### src/rtl/microwave_door_sequencer.sv
// Door servo sequencer: turns open/close request edges into a per-frame ramped servo duty,
// stops the magnetron before opening and auto-closes after a programmable number of frames.
module microwave_door_sequencer #(
  parameter int PWM_PERIOD        = 2_000_000,
  parameter int DUTY_0_DEG        = 50_000,
  parameter int DUTY_90_DEG       = 150_000,
  parameter int DUTY_STEP         = 5_000,
  parameter int AUTO_CLOSE_FRAMES = 500
) (
  input  logic        clk,
  input  logic        reset,
  input  logic        open_req,
  input  logic        close_req,
  input  logic        heating,
  output logic        heat_stop_req,
  output logic        heat_enable,
  output logic [19:0] servo_duty,
  output logic        frame_sync,
  output logic        door_open,
  output logic        busy
);

  localparam int AFC_W = $clog2(AUTO_CLOSE_FRAMES + 1);

  localparam logic [20:0] P_PER  = 21'(PWM_PERIOD);
  localparam logic [20:0] P_D0   = 21'(DUTY_0_DEG);
  localparam logic [20:0] P_D90  = 21'(DUTY_90_DEG);
  localparam logic [20:0] P_STEP = 21'(DUTY_STEP);
  localparam logic [AFC_W-1:0] P_AFC_LAST = AFC_W'(AUTO_CLOSE_FRAMES - 1);

  typedef enum logic [2:0] {
    CLOSED    = 3'd0,
    STOP_HEAT = 3'd1,
    OPENING   = 3'd2,
    OPEN      = 3'd3,
    CLOSING   = 3'd4
  } state_t;

  state_t           state, state_n;
  logic [20:0]      frame_cnt;
  logic [19:0]      duty_n;
  logic [AFC_W-1:0] afc, afc_n;
  logic             open_d, close_d;

  logic        tick;
  logic        open_rise, close_rise, open_acc;
  logic [20:0] duty_ext, duty_up, duty_up_sat, duty_dn_sat;

  assign tick       = (frame_cnt == P_PER);
  assign open_rise  = open_req & ~open_d;
  assign close_rise = close_req & ~close_d;
  // Simultaneous open and close edges resolve to close.
  assign open_acc   = open_rise & ~close_rise;

  // 21-bit intermediate so neither end of the ramp can wrap.
  assign duty_ext    = {1'b0, servo_duty};
  assign duty_up     = duty_ext + P_STEP;
  assign duty_up_sat = (duty_up >= P_D90) ? P_D90 : duty_up;
  assign duty_dn_sat = (duty_ext <= P_D0 + P_STEP) ? P_D0 : (duty_ext - P_STEP);

  always_ff @(posedge clk or negedge reset) begin
    if (!reset) begin
      frame_cnt  <= '0;
      frame_sync <= 1'b0;
    end else begin
      frame_cnt  <= tick ? 21'd0 : frame_cnt + 21'd1;
      frame_sync <= tick;
    end
  end

  always_ff @(posedge clk or negedge reset) begin
    if (!reset) begin
      state      <= CLOSED;
      servo_duty <= P_D0[19:0];
      afc        <= '0;
      open_d     <= 1'b0;
      close_d    <= 1'b0;
    end else begin
      state      <= state_n;
      servo_duty <= duty_n;
      afc        <= afc_n;
      open_d     <= open_req;
      close_d    <= close_req;
    end
  end

  always_comb begin
    state_n = state;
    duty_n  = servo_duty;
    afc_n   = afc;
    case (state)
      CLOSED: begin
        if (open_acc) state_n = heating ? STOP_HEAT : OPENING;
      end
      STOP_HEAT: begin
        if (close_rise)    state_n = CLOSED;
        else if (!heating) state_n = OPENING;
      end
      OPENING: begin
        if (tick) duty_n = duty_up_sat[19:0];
        if (close_rise) begin
          state_n = CLOSING;
        end else if (tick && duty_up_sat == P_D90) begin
          state_n = OPEN;
          afc_n   = '0;
        end
      end
      OPEN: begin
        if (tick)     afc_n = afc + AFC_W'(1);
        if (open_acc) afc_n = '0;
        if (close_rise || (tick && afc == P_AFC_LAST)) state_n = CLOSING;
      end
      CLOSING: begin
        if (tick) duty_n = duty_dn_sat[19:0];
        if (open_acc)                          state_n = OPENING;
        else if (tick && duty_dn_sat == P_D0)  state_n = CLOSED;
      end
      default: state_n = CLOSED;
    endcase
  end

  assign heat_stop_req = (state == STOP_HEAT);
  assign busy          = (state == STOP_HEAT) || (state == OPENING) || (state == CLOSING);
  assign door_open     = (state == OPEN);
  assign heat_enable   = (state == CLOSED) & ~busy;

endmodule

### config.mk
export PLATFORM = sky130hd
export DESIGN_NAME = microwave_door_sequencer
export DESIGN_NICKNAME = d
export VERILOG_FILES = /design/src/rtl/microwave_door_sequencer.sv
export SDC_FILE = /design/constraint.sdc
export NUM_CORES = 1
export LEC_CHECK = 0
export ABC_CLOCK_PERIOD_IN_PS = 3800
export BUFFER_PORTS_ARGS = -buffer_cell sky130_fd_sc_hd__buf_2
export CAP_MARGIN = 20
export CORE_ASPECT_RATIO = 1.25
export CORE_MARGIN = 2
export CORE_UTILIZATION = 61
export DETAILED_ROUTE_END_ITERATION = 7
export GPL_ROUTABILITY_DRIVEN = 0
export PLACE_DENSITY = 0.81
export REMOVE_ABC_BUFFERS = 1
export SYNTH_ARGS = -nofsm -noshare
export SYNTH_HDL_FRONTEND = slang
export SYNTH_SLANG_ARGS = --single-unit
### constraint.sdc
create_clock -name clk -period 3.8 [get_ports clk]
set_input_delay 1.14 -clock clk [delete_from_list [all_inputs] [get_ports clk]]
set_output_delay 1.14 -clock clk [all_outputs]
set_load 0.01 [all_outputs]
== After elaboration in Yosys (flattened, before gate mapping) ==
Index checks and enable logic that the tools add are counted.

* Bits in registers: 56
* Output and inout port bits: 25
* Word-level logic and storage cells: 72
* Bits of input ports: 5

* Reduce and logical (&&, ||, !) cells: 12
* $lt $le $gt $ge: 2
* Mux-type cells: 21
* Equality and inequality tests: 18
* Bitwise logic cells: 8
* Add/sub/neg operators: 4

{| class="wikitable"
|+ Operators with widths
! cell !! number
|-
| $mux 21 || 3
|-
| $mux 20 || 2
|-
| $pmux 20 s2 || 1
|-
| $mux 9 || 4
|-
| $mux 3 || 8
|-
| $add 20x13->21 const B || 1
|-
| $add 21x1->21 const B || 1
|-
| $eq 21x16->1 const B || 1
|-
| $eq 21x18->1 const B || 1
|-
| $eq 21x21->1 const B || 1
|-
| $ge 21x18->1 const B || 1
|-
| $sub 20x13->21 const B || 1
|-
| $le 20x16->1 const B || 1
|-
| $pmux 9 s2 || 1
|-
| $pmux 3 s5 || 1
|-
| $ne 2x2->1 const B || 5
|-
| $add 9x1->9 const B || 1
|-
| $eq 9x9->1 const B || 1
|-
| $eq 3x2->1 const B || 2
|-
| $ne 3x3->1 const B || 2
|-
| $reduce_and 5->1 || 1
|-
| $and 1x1->1 || 4
|-
| $not 1->1 || 4
|-
| $reduce_and 4->1 || 1
|-
| 11 further kinds || 16
|}

== Depth between registers and ports, before layout ==
* Depth after elaboration: 8
* Depth in mapped cells: 11
* Depth with buffers taken out: 10

== Worst setup path after synthesis ==
Ideal clock, no wire load.

* Path kind: register to register
* Start: register servo_duty[4]
* End: register servo_duty[12]
* Buffers on the path: 1
* Setup slack: 0.917 ns
* Clock period less this slack: 2.883 ns
* Library setup time: 0.087 ns
* Data required time: 3.713 ns
* Cell stages (with the launch flop): 11
* Arrival time: 2.796 ns
* Cells stage by stage: dfstp_2 ha_1 buf_2 nand3_1 a21oi_1 a32oi_1 or4_1 a21oi_2 o21ai_2 or4_1 o211ai_1

* Cells in the longest elaborated chain, start to end: 5
* Elaborated cells between the ends (all ways): 9
* Those cells by class: 2 x add/sub; 2 x order compare; 5 x mux

{| class="wikitable"
|+ RTL lines
! what !! RTL line !! source
|-
| start, declared || 17 || <nowiki>output logic [19:0] servo_duty,</nowiki>
|-
| start signal, assigned || 74 || <nowiki>servo_duty <= P_D0[19:0];</nowiki>
|-
| start signal, assigned || 80 || <nowiki>servo_duty <= duty_n;</nowiki>
|-
| $add 20x13->21 || 57 || <nowiki>assign duty_up = duty_ext + P_STEP;</nowiki>
|-
| $ge 21x18->1 || 58 || <nowiki>assign duty_up_sat = (duty_up >= P_D90) ? P_D90 : duty_up;</nowiki>
|-
| $mux 21 || 58 ||
|-
| $mux 20 || 100 || <nowiki>if (tick) duty_n = duty_up_sat[19:0];</nowiki>
|-
| $pmux 20 s2 * || 91 || <nowiki>case (state)</nowiki>
|}

Mark *: on every way between the ends. The rest lies on a longest branch, timed or not. The select of a mux whose other input is x is not followed.
A chain may end at the register's enable or synchronous reset.

== Worst setup path after layout ==
Ends and elaborated chain as after synthesis.

==> out/qor.csv <==
metric;value;unit
fin_nets;504;
start_util;62.34;%
ys_async_sr_fraction;100.0;%
yosys.area.top_type_share;32.77;%
drive_gt1_share;13.13;%
holdWs;0.4976;ns
syn_area;3819;um^2
drc;0;
path_delay_family;simple AND/OR/NAND/NOR gates;
ff2ff_path_depth;9;
crit_top_cell;or4_1;
status;finished, final reports clean;
grtUsageTotal;29.51;%
p_total;1.188;mW
placed_area;4053;um^2
fmax;295.0;MHz
antenna_cells;0;
setup_violations;0;
cts_buffers;5;
slew_viol_final;0;
max_slew.worst_pin.slew;0.7567;ns
finalCriticalPeriod;3.390;ns
io_buffers;29;
die_w;74.77;um
whs_path_depth;1;
postCtsSetupRepairBufs;0;
hold_viol;0;
worstSetupEndpointType;register;
cts-resized-gates;0;
grt_max_degree;31;
skew;0.009505;ns
peakVddDrop;0.1636;mV
powerDensity;286.3;nW/um^2
crit_type;register to register;
grt_overflow;0;
antenna_found_initial;0;
viasPerCell;6.400;
setup_tns;0;ns
vias;3712;
first_pass_iters;5;
grt_pass1_vias;3468;
final_common_cell;dfrtp_1;
p_leak;1.775;nW
post-route-period-util;89.22;%
synth-seq-cells;56;
clk-insertion-delay-late;0.32;ns
worstSetupStartpointType;register;
num_rows;32;
cts_max_level;2;
hpwlAfterDp;7.027;mm
ys.warnings.count;0;
min_path_type;register to register;
ys_dominant_reg_cell;dfrtp_1;
grt_pass1_wl;16.26;mm
cts_root_buf;clkbuf_8;
postRouteWirelength;9.707;mm
cts_tree;yes;
coreArea;6126;um^2
crit_slowest_cell;dfstp_2;
maxCapViolCount;0;
most-common-layout-cells;dfrtp_1 (50), nor2_1 (48), nand2_1 (43), o21ai_0 (38), a21oi_1 (32);
crit_chain;ha_1 > nand3_1 > a21oi_1 > a32oi_1 > or4_1 > a21oi_2 > o21ai_2 > or4_1 > o211ai_1;
rsz0062_at_grt;false;
worstPathRequired;4.04;ns
finalInstanceArea;4149;um^2
clk_path_buf_depth;2;
yosys-top-cells-area;dfrtp_1 (33%), o21ai_0 (5.0%), nor2_1 (4.7%);
critPathMaxFanout;14;
die_h;92.46;um
cp.depth;9;
synthToLayoutAreaGrowth;8.650;%
clkSlewWorstSetupHoldPaths;0.11;ns
synth.distinct_cells;61;
drtAntennaViolNets;0;
routedWlPerCell;16.74;um
slew-limit-headroom;49.09;%
dieArea;6913;um^2
synth_edf_count;0;
numClockSinks;56;
postCtsHoldBufs;0;
synth_area_per_cell;8.039;um^2
io_pins;30;
synth_largest_area_cell;dfrtp_1;
seq_area_frac_synth;36.89;%
arrival;3.63;ns
drtIter0Drc;257;
synthCells;475;
crit_buf_inv;0;
max_stage_delay;0.67;ns
[registers in the layout, summed over array words and instances (netlist names)]
register,count
servo_duty,20
state,3
close_d,1
frame_cnt,21
frame_sync,1
afc,9
open_d,1
[cell families after synthesis]
family	share of synthesized area, %
AOI/OAI and AO/OA	23.23
xor gates and xnor gates	5.963
adders and majority gates	1.638
buffers and inverters	4.718
DFF	36.89
muxes	0.5570
and+or+nand+nor	27.00
[power breakdown]
group          switching (mW)  total (mW)  internal [mW]
combinational           0.125       0.197         0.0717
clock                   0.215       0.351          0.136
sequential             0.0327       0.640          0.607
total                   0.373        1.19          0.815
[synth_stat cells (11+ instances only)]
cell / number
a21oi_1: 32
xor2_1: 11
clkbuf_1: 23
nand2_1: 43
dfrtp_1: 50
and3_1: 11
xnor2_1: 15
nor2_1: 48
inv_1: 17
nand3_1: 19
nor3_1: 21
o21ai_0: 38
[final timing paths]
| kind | endpoint | slack, ns | from |
|---|---|---|---|
| min in group asynchronous | afc[7] | 0.81 | reset |
| max | servo_duty[12] | 0.41 | servo_duty[4] |
| min reg2reg | afc[8] | 0.50 | afc[8] |
| max reg2reg | servo_duty[12] | 0.41 | servo_duty[4] |
| min | afc[8] | 0.50 | afc[8] |
| max in group asynchronous | servo_duty[14] | 2.15 | reset |
[routing by layer]
layer,part of all wire (%),global-route usage (%)
met1,41,37.51
met2,50,49.85
met3,6.2,3.700
met4,3.1,11.90
met5,0,0
[per-stage QoR]
step / setup slack, ns / utilization [%] / instances
after global routing: 0.1754 / 67.73 / 580
after floorplan: 0.7192 / - / 446
final: 0.4097 / 67.73 / 580
after detailed placement: 0.4916 / 66.16 / 572
after global placement: 0.6520 / 66.16 / 572
after CTS: 0.4612 / 67.73 / 580
[cell type report]
cell class              count  area (um^2)
clock buffers               5        68.82
inverters                  18        67.56
flip-flops and latches     56         1409
clock inverters             3        27.53
repair buffers             41        235.2
fillers                   536         1977
multi-input cells         372         2235
well taps                  85        106.4
Power figures use the tool's default switching activity.
